$ cat src/rtl/cos_accel_seq.sv
// cos_accel_seq: sequences the iterative cosine datapath for a custom instruction.
// NaN/Inf angles skip the datapath and return a quiet NaN one cycle after start.
module cos_accel_seq #(
    parameter int N_ITER   = 16,
    parameter int ITER_W   = 5,
    parameter int CONV_LAT = 2
) (
    input  logic              clk,
    input  logic              reset,
    input  logic              clk_en,
    input  logic              start,
    input  logic [31:0]       dataa,
    output logic              done,
    output logic [31:0]       result,
    output logic              busy,
    output logic [31:0]       dp_x_ft,
    output logic              dp_load,
    output logic              dp_step,
    output logic [ITER_W-1:0] dp_iter,
    output logic              dp_final,
    input  logic [31:0]       dp_y_ft
);
    typedef enum logic [2:0] {IDLE, LOAD, ITER, CONV, DONE} state_t;
    localparam int CW = CONV_LAT > 1 ? $clog2(CONV_LAT) : 1;
    localparam logic [ITER_W-1:0] LAST_ITER = ITER_W'(N_ITER - 1);
    localparam logic [CW-1:0] LAST_CONV = CW'(CONV_LAT > 0 ? CONV_LAT - 1 : 0);
    localparam logic [31:0] QNAN = 32'h7FC00000;

    state_t state_q, state_d;
    logic [ITER_W-1:0] iter_q, iter_d;
    logic [CW-1:0] cnt_q, cnt_d;
    logic [31:0] x_q, x_d, result_q, result_d;
    logic done_q, done_d, busy_q, busy_d, load_q, load_d, step_q, step_d, final_q, final_d;

    always_comb begin
        state_d  = state_q;
        iter_d   = iter_q;
        cnt_d    = cnt_q;
        x_d      = x_q;
        result_d = result_q;
        case (state_q)
            IDLE, DONE: begin
                state_d = IDLE;
                if (start) begin
                    x_d = dataa;
                    if (&dataa[30:23]) begin
                        state_d  = DONE;
                        result_d = QNAN;
                    end else begin
                        state_d = LOAD;
                    end
                end
            end
            LOAD: begin
                state_d = ITER;
                iter_d  = '0;
            end
            ITER: begin
                if (iter_q == LAST_ITER) begin
                    cnt_d = '0;
                    if (CONV_LAT > 0) begin
                        state_d = CONV;
                    end else begin
                        state_d  = DONE;
                        result_d = dp_y_ft;
                    end
                end else begin
                    iter_d = iter_q + 1'b1;
                end
            end
            CONV: begin
                if (cnt_q == LAST_CONV) begin
                    state_d  = DONE;
                    result_d = dp_y_ft;
                end else begin
                    cnt_d = cnt_q + 1'b1;
                end
            end
            default: state_d = IDLE;
        endcase
        // outputs are decoded from the next state so they line up with the registered state
        done_d  = state_d == DONE;
        busy_d  = state_d == LOAD || state_d == ITER || state_d == CONV;
        load_d  = state_d == LOAD;
        step_d  = state_d == ITER;
        final_d = state_d == CONV;
    end

    always_ff @(posedge clk or posedge reset) begin
        if (reset) begin
            state_q  <= IDLE;
            iter_q   <= '0;
            cnt_q    <= '0;
            x_q      <= '0;
            result_q <= '0;
            done_q   <= 1'b0;
            busy_q   <= 1'b0;
            load_q   <= 1'b0;
            step_q   <= 1'b0;
            final_q  <= 1'b0;
        end else if (clk_en) begin
            state_q  <= state_d;
            iter_q   <= iter_d;
            cnt_q    <= cnt_d;
            x_q      <= x_d;
            result_q <= result_d;
            done_q   <= done_d;
            busy_q   <= busy_d;
            load_q   <= load_d;
            step_q   <= step_d;
            final_q  <= final_d;
        end
    end

    assign done     = done_q;
    assign result   = result_q;
    assign busy     = busy_q;
    assign dp_x_ft  = x_q;
    assign dp_load  = load_q;
    assign dp_step  = step_q;
    assign dp_iter  = iter_q;
    assign dp_final = final_q;
endmodule

$ cat config.mk
export PLATFORM = sky130hd
export DESIGN_NAME = cos_accel_seq
export DESIGN_NICKNAME = d
export VERILOG_FILES = /design/src/rtl/cos_accel_seq.sv
export SDC_FILE = /design/constraint.sdc
export NUM_CORES = 1
export LEC_CHECK = 0
export BUFFER_PORTS_ARGS = -buffer_cell sky130_fd_sc_hd__buf_2
export CORE_MARGIN = 5
export CORE_UTILIZATION = 29
export DETAILED_ROUTE_END_ITERATION = 10
export GPL_TIMING_DRIVEN = 1
export PLACE_DENSITY = 0.58
export SYNTH_ARGS = -nofsm -noshare
export SYNTH_HDL_FRONTEND = slang
export SYNTH_SLANG_ARGS = --single-unit
$ cat constraint.sdc
create_clock -name clk -period 5.3 [get_ports clk]
set_input_delay 0.265 -clock clk [delete_from_list [all_inputs] [get_ports clk]]
set_output_delay 0.265 -clock clk [all_outputs]
set_load 0.1 [all_outputs]
==> flow_summary.yaml, run 1 <==
logic_synthesis:
  yosysTopAreaCellShare: 0.5954
  synth_edf_count: 0
  synth_compound_area_frac: 0.1137
  synth_cell_types: 30
  synthArstFlopShare: 1.000
  syn_area_per_cell_um2: 11.00
  synth_xor_area_frac: 0
  yosysSeqAreaShare: 0.5954
  synth.area.top_cells: "dfrtp_1, mux2_2, nand2_1, o22ai_1, a21oi_1"
  synth_cells: 298
  synthMuxAreaShare: 0.1134
  synth_top_family_by_area: "simple AND/OR/NAND/NOR gates"
  yosys.area_share.adder: 0.007634
  yosys.area.top_type: "dfrtp_1"
  synth-main-ff-cell: "dfrtp_1"
  synth_nets: 368
  synth_warnings: 0
  ys_seq_elements: 78
  synth-simple-area-share: 0.1260
  syn_area_mm2: 0.003278
run_status:
  outcome: "finished clean"
global_route:
  grt_use_met2: 0.2090
  grt.met3_usage: 0.03731
  grt.busiest_layer: "met2"
  grt_pass1_wl_um: 13550
  antenna_found_initial: 0
  grt_max_degree: 79
  first_global_vias: 2782
  grt_use_total: 0.1254
  use_met1: 0.1545
  grt_overflow: 0
sta:
  rsz0062_at_grt: "false"
  setup_viol: 0
  holdWs_ns: 0.1684
  setup_tns_ns: 0
  final.min_clock_period_ns: 2.665
  fin_crit_sh: 0.5028
  finClkSkew_ns: 0.006327
  hold_violations: 0
  slew_headroom: 0.3466
  fmaxAchievable_mhz: 375.3
  worst_slew_pin_slew_ns: 0.9800
  maxSlewViolCount: 0
critical_path:
  r2r_end: "result[27]"
  worst_setup_path_end_kind: "register"
  slowest_stage: "nor3_4"
  path_max_fanout: 33
  critical_path_class: "register to register"
  max_stage_delay_ns: 0.79
  crit_arrival_ns: 2.90
  cp_cell_sequence: "nand4bb_2 > buf_4 > nor3_4 > a21oi_1 > a21oi_1"
  critPathLaunch: "state_q[0]"
  worstRegToRegCells: 5
  r2r_start: "state_q[0]"
  critPathLaunchType: "register"
  cp.required_ns: 5.54
  rrSetupSlack_ns: 2.64
  setup.worst_path.end: "result[27]"
  cpMostUsedCell: "a21oi_1"
clock_network:
  postCtsHoldBufs: 0
  htreeDepth: 3
  clkTransAtPathRegs_ns: 0.06
  numCtsBuffers: 9
  clockBufferDepth: 2
  cts-resized-gates: 0
  cts_tree: "built"
  cts.sink_count: 78
  cts_setup_buffers: 0
  clockRootBuffer: "clkbuf_16"
  insertion_delay_ns: 0.32
die:
  ios: 142
  die-area_mm2: 0.01353
  core_mm2: 0.01098
  die_height_um: 116.3
  start_util: 0.2985
  rows: 38
  die_w_um: 116.3
final_layout:
  regArea_mm2: 0.001952
  areaGrowthSynthToFinish_pct: 35.61
  n_fill_cell: 1105
  instances_no_fill: 578
  final_layout_size_suffix_gt1_frac: 0.4543
  nNetsFinal: 503
  diodes: 0
  multi_input_area_mm2: 0.001190
place:
  numPortBuffers: 141
  dp_cells: 562
  dp_hpwl_um: 6213
  place_congestion: 0.7716
routing:
  dr.pass1.iters: 4
  ant_nets: 0
  wirelength_um: 8443
  vias_per_cell: 4.597
  drt_iter0_markers: 55
  num_vias: 2657
  drc: 0
  wire_per_inst_um: 14.61
hold_path:
  hp-class: "primary input to register"
flow_run:
  max-cap-violations: 0
==> worst min path at each step <==
stage | cells past startpoint | slack (ns) | end | from
floorplan | 2 | 0.41 | result[0] | dp_y_ft[0]
global placement | 1 | 0.46 | done | done
detailed placement | 1 | 0.47 | done | done
CTS | 2 | 0.16 | dp_x_ft[3] | dataa[3]
global route | 2 | 0.15 | dp_x_ft[3] | dataa[3]
finish | 2 | 0.17 | dp_x_ft[3] | dataa[3]
==> cells in the final DEF, fill, tap and decap left out, types with 3 or more instances in the layout <==
master / n
o21a_1: 3
nor2b_1: 3
nor2_1: 6
nor3_1: 11
a21oi_1: 14
buf_2: 141
bufinv_16: 3
o21ai_0: 9
a22o_1: 3
inv_1: 13
mux2_2: 33
o22ai_1: 25
clkbuf_16: 9
nand2b_1: 3
nand2_1: 54
dfrtp_1: 78
buf_4: 3
==> stage by stage <==
stage | cell area [µm²] | setup WS, ns | utilization
after global routing | 4446 | 2.303 | 0.4048
after CTS | 4446 | 2.551 | 0.4048
after global placement | 4099 | 2.644 | 0.3732
final | 4446 | 2.635 | 0.4048
after floorplan | 3278 | 2.996 | -
after detailed placement | 4099 | 2.564 | 0.3732
==> Yosys cell counts (all sizes together) (2+ instances only) <==
library cell  count
dfrtp            78
nand2            55
mux2             33
o22ai            25
a21oi            14
buf              14
inv              14
nor3             12
o21ai             9
clkbuf            6
nor2              6
a22o              3
nand2b            3
nor2b             3
o21a              3
a22oi             2
a31oi             2
and3              2
ha                2
nand4             2
or2               2
or3               2
==> state kept, by name, indices dropped and copies added, names as in the netlist <==
signal	cells
dp_iter	5
dp_load	1
dp_step	1
done	1
state_q	3
dp_final	1
dp_x_ft	32
result	32
busy	1
cnt_q	1
==> worst max-delay path: cells and delay by family (launching register included) <==
kind / cells / cell delay, ns
AO/OA/AOI/OAI: 2 / 0.59
buffers and inverters: 1 / 0.29
AND/OR/NAND/NOR: 2 / 1.11
flip-flops: 1 / 0.58
==> layout make-up <==
cell class / count / area share
flip-flops and latches: 78 / 0.4391
multi-input cells: 186 / 0.2677
repair buffers: 144 / 0.1638
clock buffers: 9 / 0.05066
well taps: 140 / 0.03940
clock inverters: 7 / 0.02730
inverters: 14 / 0.01210
==> cells by family after synthesis <==
group	after synthesis
adder cells (fa/ha/maj)	2
multiplexers	33
AO/OA/AOI/OAI	61
buffers and inverters	34
AND/OR/NAND/NOR	90
flip-flops	78
==> routing by layer <==
metal	part of all wire	routed length, µm
met1	0.42	3540
met2	0.49	4173
met3	0.069	581
met4	0.017	146
met5	0	0
Power of run 1 is not shown: default switching activity piles up to over one toggle a cycle in this logic, so the estimate is an artifact.
==> run 2: changes to the inputs <==
Settings changed: PLACE_DENSITY 0.58 to 0.6.
Clock period 5.3 ns to 2.34 ns, I/O delays scaled along.
==> run 2 against run 1 <==
Effect of this change:
- non-clock buffer count rose by 14
- routed wire length rose by 2.3%
- register-to-register slack got worse by 2.2 ns
- clock-buffer cell count rose by 3
- highest routed layer unchanged
- worst hold slack got worse by 0.15 ns
==> flow_summary.yaml, run 2 (synthesized netlist as in run 1, its figures left out) <==
global_route:
  grt_use_total: 0.1321
  grt_max_degree: 41
  grt_overflow: 0
  grt_pass1_wl_um: 13830
  antenna_found_initial: 0
  first_global_vias: 2791
sta:
  rsz0062_at_grt: "false"
  fin_crit_sh: 0.8196
  setup_viol: 0
  hold_violations: 0
  setup_tns_ns: 0
  fmaxAchievable_mhz: 521.4
  maxSlewViolCount: 0
  finClkSkew_ns: 0.007213
  final.min_clock_period_ns: 1.918
  worst_slew_pin_slew_ns: 0.7075
  slew_headroom: 0.5278
place:
  dp_hpwl_um: 6320
  place_congestion: 0.7586
  numPortBuffers: 141
critical_path:
  path_max_fanout: 7
  worstRegToRegCells: 7
  critPathLaunch: "dp_iter[0]"
  worst_setup_path_end_kind: "register"
  critPathLaunchType: "register"
  cp.required_ns: 2.56
  r2r_end: "dp_iter[3]"
  r2r_start: "dp_iter[0]"
  crit_arrival_ns: 2.14
  critical_path_class: "register to register"
  rrSetupSlack_ns: 0.42
  setup.worst_path.end: "dp_iter[3]"
clock_network:
  clkTransAtPathRegs_ns: 0.06
  htreeDepth: 3
  cts.sink_count: 78
  clockRootBuffer: "clkbuf_16"
  cts_tree: "built"
  insertion_delay_ns: 0.33
  clockBufferDepth: 2
  numCtsBuffers: 9
die:
  die_height_um: 116.3
  die-area_mm2: 0.01353
  die_w_um: 116.3
  core_mm2: 0.01098
  ios: 142
  start_util: 0.2985
  rows: 38
final_layout:
  final_layout_size_suffix_gt1_frac: 0.4447
  most-common-layout-cells: "buf_2, dfrtp_1, nand2_1, mux2_2, o22ai_1"
  diodes: 0
  nNetsFinal: 517
  layout_commonest_cell: "buf_2"
  areaGrowthSynthToFinish_pct: 39.43
routing:
  drc: 0
  wl_met2_um: 4277
  drt-met1-wl_um: 3554
  drt_iter0_markers: 131
  ant_nets: 0
  dr.pass1.iters: 4
  wire_per_inst_um: 14.59
  top_layer: "met4"
  vias_per_cell: 4.578
  num_vias: 2710
  wirelength_um: 8638
  wl_met3_um: 617
hold_path:
  hp-class: "primary input to register"
flow_run:
  max-cap-violations: 0
run_status:
  outcome: "finished clean"
## run 2: cell count changes in the layout (fill, tap and decap cells not counted), moves of 2 or more
cell,previous run,this run
clkinv_4,2,0
buf_4,3,5
dlygate4sd3_1,0,10
buf_12,0,2
clkbuf_1,0,2
## run 2: area by class of cell
cell class / instances / area [µm²]
Tap cell: 140 / 175.2
Clock buffer: 12 / 246.5
Fill cell: 1080 / 6412
Sequential cell: 78 / 1952
Inverter: 14 / 53.80
Timing Repair Buffer: 158 / 883.3
Multi-Input combinational cell: 186 / 1190
Clock inverter: 4 / 70.07
## run 2: worst min-delay path by stage
stage / from / slack (ns) / cells past startpoint / to
final: dataa[16] / 0.02 / 2 / dp_x_ft[16]
after global routing: dataa[5] / 0.004 / 2 / dp_x_ft[5]
after CTS: dataa[15] / 0.0006 / 2 / dp_x_ft[15]
after detailed placement: reset / 0.26 / 2 / result[0]
after global placement: reset / 0.25 / 2 / result[3]
after floorplan: dp_y_ft[0] / 0.26 / 2 / result[0]
## run 2: layer usage
metal  up-vias  GRT usage
li1       1330          -
met1      1275     0.1627
met2        92     0.2136
met3        13    0.03523
met4         0    0.06729
met5         -          0
## run 2: stage by stage
step / util / worst slack (ns) / instances / instance area [µm²] / hold slack (ns)
2_1_floorplan: - / 0.03559 / 298 / 3278 / 0.2623
3_3_place_gp: 0.3782 / 0.5149 / 566 / 4154 / 0.2506
3_5_place_dp: 0.3782 / 0.4327 / 566 / 4154 / 0.2649
4_1_cts: 0.4162 / 0.4267 / 592 / 4571 / 0.0006485
5_1_grt: 0.4162 / 0.2905 / 592 / 4571 / 0.004329
6_report: 0.4162 / 0.4221 / 592 / 4571 / 0.01605
## run 2: critical path, cell delays in order, from the launching register on
cell and delay, ns:
dfrtp_1 0.44, ha_1 0.26, and3_1 0.19, ha_1 0.25
nand4b_1 0.23, nor2_1 0.11, o21ai_0 0.08, a22o_1 0.25
## run 2: what timing repair did
action / CTS / global route
hold buffers: 10 / 0
endpoints found under the setup margin: 0 / 0
gates resized for setup: 0 / 0
buffers inserted: 0 / 0
hold endpoints to repair: 48 / 0
Power of run 2 is left out for the same reason.
